[src/rtl/conv_tile_postproc.sv]
// Bias, saturate and optionally ReLU a captured Piy x Pix tile, then stream it out row-major.
// Latency: capture in cycle N, first beat valid in cycle N+1, one beat per cycle.
// Backpressure: out_ready stalls the drain with outputs held; a tile arriving while busy is dropped and flagged.
module conv_tile_postproc #(
    parameter int Pix = 3,
    parameter int Piy = 3,
    parameter int RES = 8,
    parameter int IW  = (Piy > 1) ? $clog2(Piy) : 1,
    parameter int JW  = (Pix > 1) ? $clog2(Pix) : 1
) (
    input  logic                                  clk,
    input  logic                                  rst,
    input  logic [0:Piy-1][0:Pix-1][RES-1:0]      tile_in,
    input  logic                                  tile_valid,
    output logic                                  tile_ready,
    input  logic [RES-1:0]                        bias,
    input  logic                                  bias_load,
    input  logic                                  relu_en,
    input  logic                                  ovf_clr,
    output logic [RES-1:0]                        out_data,
    output logic                                  out_valid,
    input  logic                                  out_ready,
    output logic [IW-1:0]                         out_row,
    output logic [JW-1:0]                         out_col,
    output logic                                  out_last,
    output logic                                  overflow
);

    typedef enum logic {IDLE, DRAIN} state_t;

    localparam logic [IW-1:0] LAST_ROW = IW'(Piy - 1);
    localparam logic [JW-1:0] LAST_COL = JW'(Pix - 1);

    state_t         state, state_nx;
    logic [IW-1:0]  row, row_nx;
    logic [JW-1:0]  col, col_nx;
    logic [RES-1:0] bias_reg;
    logic [RES-1:0] tile_buf [Piy][Pix];
    logic           capture;
    logic           drop;
    logic           at_last;

    // Signed add of one element and the bias with clamping, then optional ReLU.
    function automatic logic [RES-1:0] post(input logic [RES-1:0] a,
                                            input logic [RES-1:0] b,
                                            input logic           relu);
        logic signed [RES:0] s;
        logic [RES-1:0]      r;
        s = $signed({a[RES-1], a}) + $signed({b[RES-1], b});
        if (s[RES] != s[RES-1])
            r = s[RES] ? {1'b1, {(RES-1){1'b0}}} : {1'b0, {(RES-1){1'b1}}};
        else
            r = s[RES-1:0];
        if (relu && r[RES-1])
            r = '0;
        return r;
    endfunction

    assign at_last    = (state == DRAIN) && (row == LAST_ROW) && (col == LAST_COL);
    assign out_valid  = (state == DRAIN);
    assign out_last   = at_last;
    assign out_row    = row;
    assign out_col    = col;
    assign out_data   = out_valid ? tile_buf[row][col] : '0;
    // Ready in the final handshake cycle lets the next tile follow with no bubble.
    assign tile_ready = (state == IDLE) || (out_valid && out_ready && at_last);
    assign capture    = tile_valid && tile_ready;
    assign drop       = tile_valid && !tile_ready;

    // Next state and drain position.
    always_comb begin
        state_nx = state;
        row_nx   = row;
        col_nx   = col;
        case (state)
            IDLE: begin
                if (capture) begin
                    state_nx = DRAIN;
                    row_nx   = '0;
                    col_nx   = '0;
                end
            end
            DRAIN: begin
                if (out_ready) begin
                    if (at_last) begin
                        row_nx   = '0;
                        col_nx   = '0;
                        state_nx = capture ? DRAIN : IDLE;
                    end else if (col == LAST_COL) begin
                        col_nx = '0;
                        row_nx = row + 1'b1;
                    end else begin
                        col_nx = col + 1'b1;
                    end
                end
            end
            default: state_nx = IDLE;
        endcase
    end

    // State and position registers; reset aborts any drain in progress.
    always_ff @(posedge clk or posedge rst) begin
        if (rst) begin
            state <= IDLE;
            row   <= '0;
            col   <= '0;
        end else begin
            state <= state_nx;
            row   <= row_nx;
            col   <= col_nx;
        end
    end

    // Bias register; a same-cycle capture still sees the old value.
    always_ff @(posedge clk or posedge rst) begin
        if (rst)
            bias_reg <= '0;
        else if (bias_load)
            bias_reg <= bias;
    end

    // Sticky drop flag; a new drop beats a simultaneous clear.
    always_ff @(posedge clk or posedge rst) begin
        if (rst)
            overflow <= 1'b0;
        else if (drop)
            overflow <= 1'b1;
        else if (ovf_clr)
            overflow <= 1'b0;
    end

    // Processed tile storage, written whole on capture.
    always_ff @(posedge clk) begin
        if (capture) begin
            for (int i = 0; i < Piy; i++)
                for (int j = 0; j < Pix; j++)
                    tile_buf[i][j] <= post(tile_in[i][j], bias_reg, relu_en);
        end
    end

endmodule

[config.mk]
export PLATFORM = sky130hd
export DESIGN_NAME = conv_tile_postproc
export DESIGN_NICKNAME = d
export VERILOG_FILES = /design/src/rtl/conv_tile_postproc.sv
export SDC_FILE = /design/constraint.sdc
export NUM_CORES = 1
export LEC_CHECK = 0
export ABC_AREA = 1
export ABC_CLOCK_PERIOD_IN_PS = 6250
export BUFFER_PORTS_ARGS = -buffer_cell sky130_fd_sc_hd__buf_2
export CAP_MARGIN = 20
export CORE_ASPECT_RATIO = 0.7
export CORE_MARGIN = 2
export CORE_UTILIZATION = 34
export CTS_CLUSTER_DIAMETER = 30
export DETAILED_ROUTE_END_ITERATION = 10
export SLEW_MARGIN = 20
export SYNTH_ARGS = -nofsm -noshare
export SYNTH_HDL_FRONTEND = slang
export SYNTH_SLANG_ARGS = --single-unit
[constraint.sdc]
create_clock -name clk -period 6.25 [get_ports clk]
set_input_delay 0.625 -clock clk [delete_from_list [all_inputs] [get_ports clk]]
set_output_delay 0.625 -clock clk [all_outputs]
set_load 0.02 [all_outputs]
# == Word-level counts from Yosys, hierarchy flattened ==
# Memories as Yosys holds them, arrays and structs flattened.
# Index checks and enable logic that the tools add are counted.
# totals
elab_cells,119
ram_bits,72
input_bits,87
mem_count,1
output_inout_bits,16
reg_bits,14
# memory_table
name,words,word_bits,read_ports,rd_ports_with_merged_regs,wr,line_no,text
tile_buf,3,24,1,0,3,38,logic [RES-1:0] tile_buf [Piy][Pix];
# classes
bitwise,2
eq_ne,14
n_lt_le_gt_ge,1
mux,65
reduce_logical,20
addsub,11
# ops
op,count
$mux W8,48
$add A8 B8 Y9,9
$bmux W8 S2,1
$logic_and A1 B1 Y1,15
$mux W2,7
$ne A1 B1 Y1,9
$pmux W2 S2,2
$mux W1,6
$add A2 B1 Y2 const B,2
$eq A2 B2 Y1 const B,2
$ne A2 B2 Y1 const B,2
$ge A3 B3 Y1 const B,1
$ne A3 B1 Y1 const B,1
$not A2 Y3,1
$reduce_and A3 Y1,1
$pmux W1 S2,1
$reduce_and A2 Y1,1
$reduce_bool A2 Y1,1
$logic_not A1 Y1,1
$logic_or A1 B1 Y1,1
$not A1 Y1,1

# == Logic depth before layout (Yosys ltp) ==
# depth
depth_word,10
mapped_depth,13
ltp_nobuf,13

# == Worst setup path after synthesis ==
# Ideal clock, no wire load.
# synth_path
kind,reg-to-reg
startpoint,"reg row[0], in the netlist out_row[0]"
endpoint,"mem tile_buf[0][0] in the netlist's numbering, enable pin"
required_ns,5.748
arrival_ns,4.420
period_less_slack_ns,4.923
path_slack_ns,1.327
path_buffers,2
stages_incl_launch_ff,9
path_cell_list,dfrtp_1 -> buf_2 -> inv_2 -> buf_2 -> ha_1 -> nand3_1 -> inv_1 -> a21oi_1 -> nor2_1
# synth_rtl
item,line_no,text
from (decl),35,"logic [IW-1:0] row, row_nx;"
from (signal assigned),109,row <= row_nx;
to (decl),38,

==> flow_metrics.py <==
metrics = {
    "flow_run": {
        "maxCapViolCount": 0,
    },
    "routing": {
        "routed_wl_um": 22200,
        "wl_met3_um": 1520,
        "drc": 0,
        "drt_pass1_iterations": 6,
        "post_drt_wl_per_cell_um": 14.2,
        "first_iter_violations": 619,
        "dr.max_layer_used": "met4",
        "met2_wirelength_um": 9040,
        "vias": 7523,
        "ant_nets": 0,
        "wl_met1_um": 11500,
        "avgViaCountPerCell": 4.80,
    },
    "worst_setup_path": {
        "crit_path_start_kind": "flop",
        "path_class": "reg -> reg",
        "cp.required_ns": 6.24,
        "arrival_ns": 3.37,
        "path_max_fanout": 40,
        "crit_path_end_kind": "flop",
    },
    "die": {
        "die_h_um": 133,
        "die_area_um2": 24900,
        "rows": 47,
        "core_area_um2": 23400,
        "io_pins": 103,
        "die_x_um": 188,
        "initial_core_util_pct": 34.3,
    },
    "power": {
        "power_leakage_nw": 4.88,
        "power_density_nw_per_um2": 292,
        "peakVddDrop_v": 0.000187,
    },
    "grt": {
        "grt_max_degree": 41,
        "gr-total-overflow": 0,
        "antenna_found_initial": 0,
        "grt_pass1_vias": 6867,
        "grt_pass1_wl_um": 34900,
        "grtUsageTotal_pct": 17.9,
    },
    "synthesis": {
        "syn_avg_cell_area_um2": 7.03,
        "syn_area_um2": 8040,
        "yosys-top-cells-area": "edfxtp_1 27%, nand2_1 19%, ha_1 11%",
        "synth_top_area_share_pct": 26.9,
        "seq_area_frac_synth_pct": 31.3,
        "syn-num-nets": 1313,
        "yosys.area.top_type": "edfxtp_1",
        "ys_seq_elements": 86,
        "synth_top_family_by_area": "simple AND/OR/NAND/NOR gates",
        "synth-compound-area-share_pct": 7.14,
        "synthSimpleGateAreaFrac_pct": 35.4,
        "postSynthCellCount": 1144,
        "synthMuxAreaShare_pct": 0.981,
        "synth_cell_types": 35,
        "ys_warn_count": 0,
        "synthXorXnorAreaFrac_pct": 3.49,
        "synth_fa_ha_area_share_pct": 13.6,
    },
    "sta": {
        "relSlewSlack_pct": 29.2,
        "finClkSkew_ns": 0.00730,
        "worst_slew_pin_slew_ns": 1.06,
        "finalHoldViolCount": 0,
        "slew_viol_final": 0,
        "fin_tns_setup_ns": 0,
        "finalCriticalPeriod_ns": 3.38,
        "final-setup-viol-count": 0,
        "finalCritPeriodShare_pct": 54.1,
        "hold_slack_ns": 0.373,
        "clock.fmax_mhz": 296,
        "rsz0062_at_grt": "no",
    },
    "layout": {
        "fill_cells": 2510,
        "layout_common_cells": "404 x nand2_1, 153 x inv_1, 102 x nand3_1, 102 x buf_2, 87 x nor2_1",
        "largest_register_ffs": 72,
        "nets": 1412,
        "area.growth.synth_to_final_pct": 15.0,
        "mostFrequentLayoutCell": "nand2_1",
        "n_antenna_cell": 0,
        "drive_gt1_share_pct": 12.8,
    },
    "clocking": {
        "tritoncts": "done",
        "cts_sinks": 86,
        "hold_buffers": 0,
        "path_clk_slew_ns": 0.06,
        "insertion_delay_ns": 0.34,
        "post_cts_resized": 0,
        "cts_buffer_depth": 2,
        "postCtsSetupRepairBufs": 0,
        "root_buffer": "clkbuf_16",
        "cts_buffers": 9,
        "htree_num_levels": 3,
    },
    "placement": {
        "gp_congestion": 0.851,
        "hpwl_um": 17200,
        "io_buffers": 102,
    },
    "outcome": {
        "outcome": "completed",
    },
    "min_path": {
        "hp-class": "in -> async",
    },
}
-- per-stage QoR --
stage	total power (W)	utilization, %	worst slack, ns	area [µm²]	std cells
CTS	0.00270	39.5	2.85	9240	1566
detailed placement	0.00209	38.0	2.87	8900	1550
global placement	0.00207	38.0	2.92	8900	1550
finish	0.00269	39.5	2.87	9240	1566
floorplan	0.00174	-	1.33	8040	1144
global route	0.00291	39.5	2.55	9240	1566
-- synth_stat cells, drive strengths merged --
library cell	n
nand2	415
inv	154
nand3	108
nor2	94
ha	73
edfxtp	72
a21oi	62
o21ai	39
nand4	23
xnor2	22
dfrtp	14
or2	12
xor2	10
clkbuf	9
fa	9
buf	7
mux2	7
and2	4
a21boi	3
nand3b	3
o22ai	2
a22oi	1
clkinv	1
-- area by class of cell --
cell class | count | area, µm² | share of cell area (%)
flip-flops and latches | 86 | 2510 | 27.2
clock inverters | 3 | 63.8 | 0.690
multi-input cells | 887 | 4880 | 52.8
well taps | 318 | 398 | 4.30
repair buffers | 104 | 526 | 5.68
clock buffers | 13 | 280 | 3.03
inverters | 155 | 582 | 6.29
-- kinds of logic after synthesis --
family / count (synthesis)
fa+ha+maj: 82
compound gates: 107
simple gates: 659
mux: 7
buf+inv: 171
flops: 86
xor+xnor: 32
-- report_power, final --
group          internal, W  total (W)  switching (W)
Clock             0.000392   0.000604       0.000212
Combinational     0.000449    0.00128       0.000836
Sequential        0.000708   0.000805      0.0000976
-- path summary, 6_finish.rpt --
check	from	to	slack, ns	cells after the start
setup / recovery	out_row[0]	tile_buf[0][6]	2.87	7
hold / removal	rst	bias_reg[4]	0.37	2
setup reg to reg	out_row[0]	tile_buf[0][6]	2.87	7
hold reg to reg	overflow	overflow	0.54	2
max in group asynchronous	rst	out_col[0]	5.45	2
min in group clk	ovf_clr	overflow	0.46	2
-- per-layer routing --
metal / up-vias / track usage, %
li1: 3919 / -
met1: 3364 / 27.3
met2: 230 / 26.3
met3: 10 / 3.95
met4: 0 / 2.62
met5: - / 0
-- worst max-delay path, cell delays in order (launching register included) --
cell     delay (ns)
dfrtp_1        0.67
inv_2          0.46
ha_1           0.21
nand3_1        0.11
inv_1          0.10
a21oi_1        0.11
nor2_4         0.81
buf_4          0.53
No activity file was read; power rests on OpenSTA's default activity.
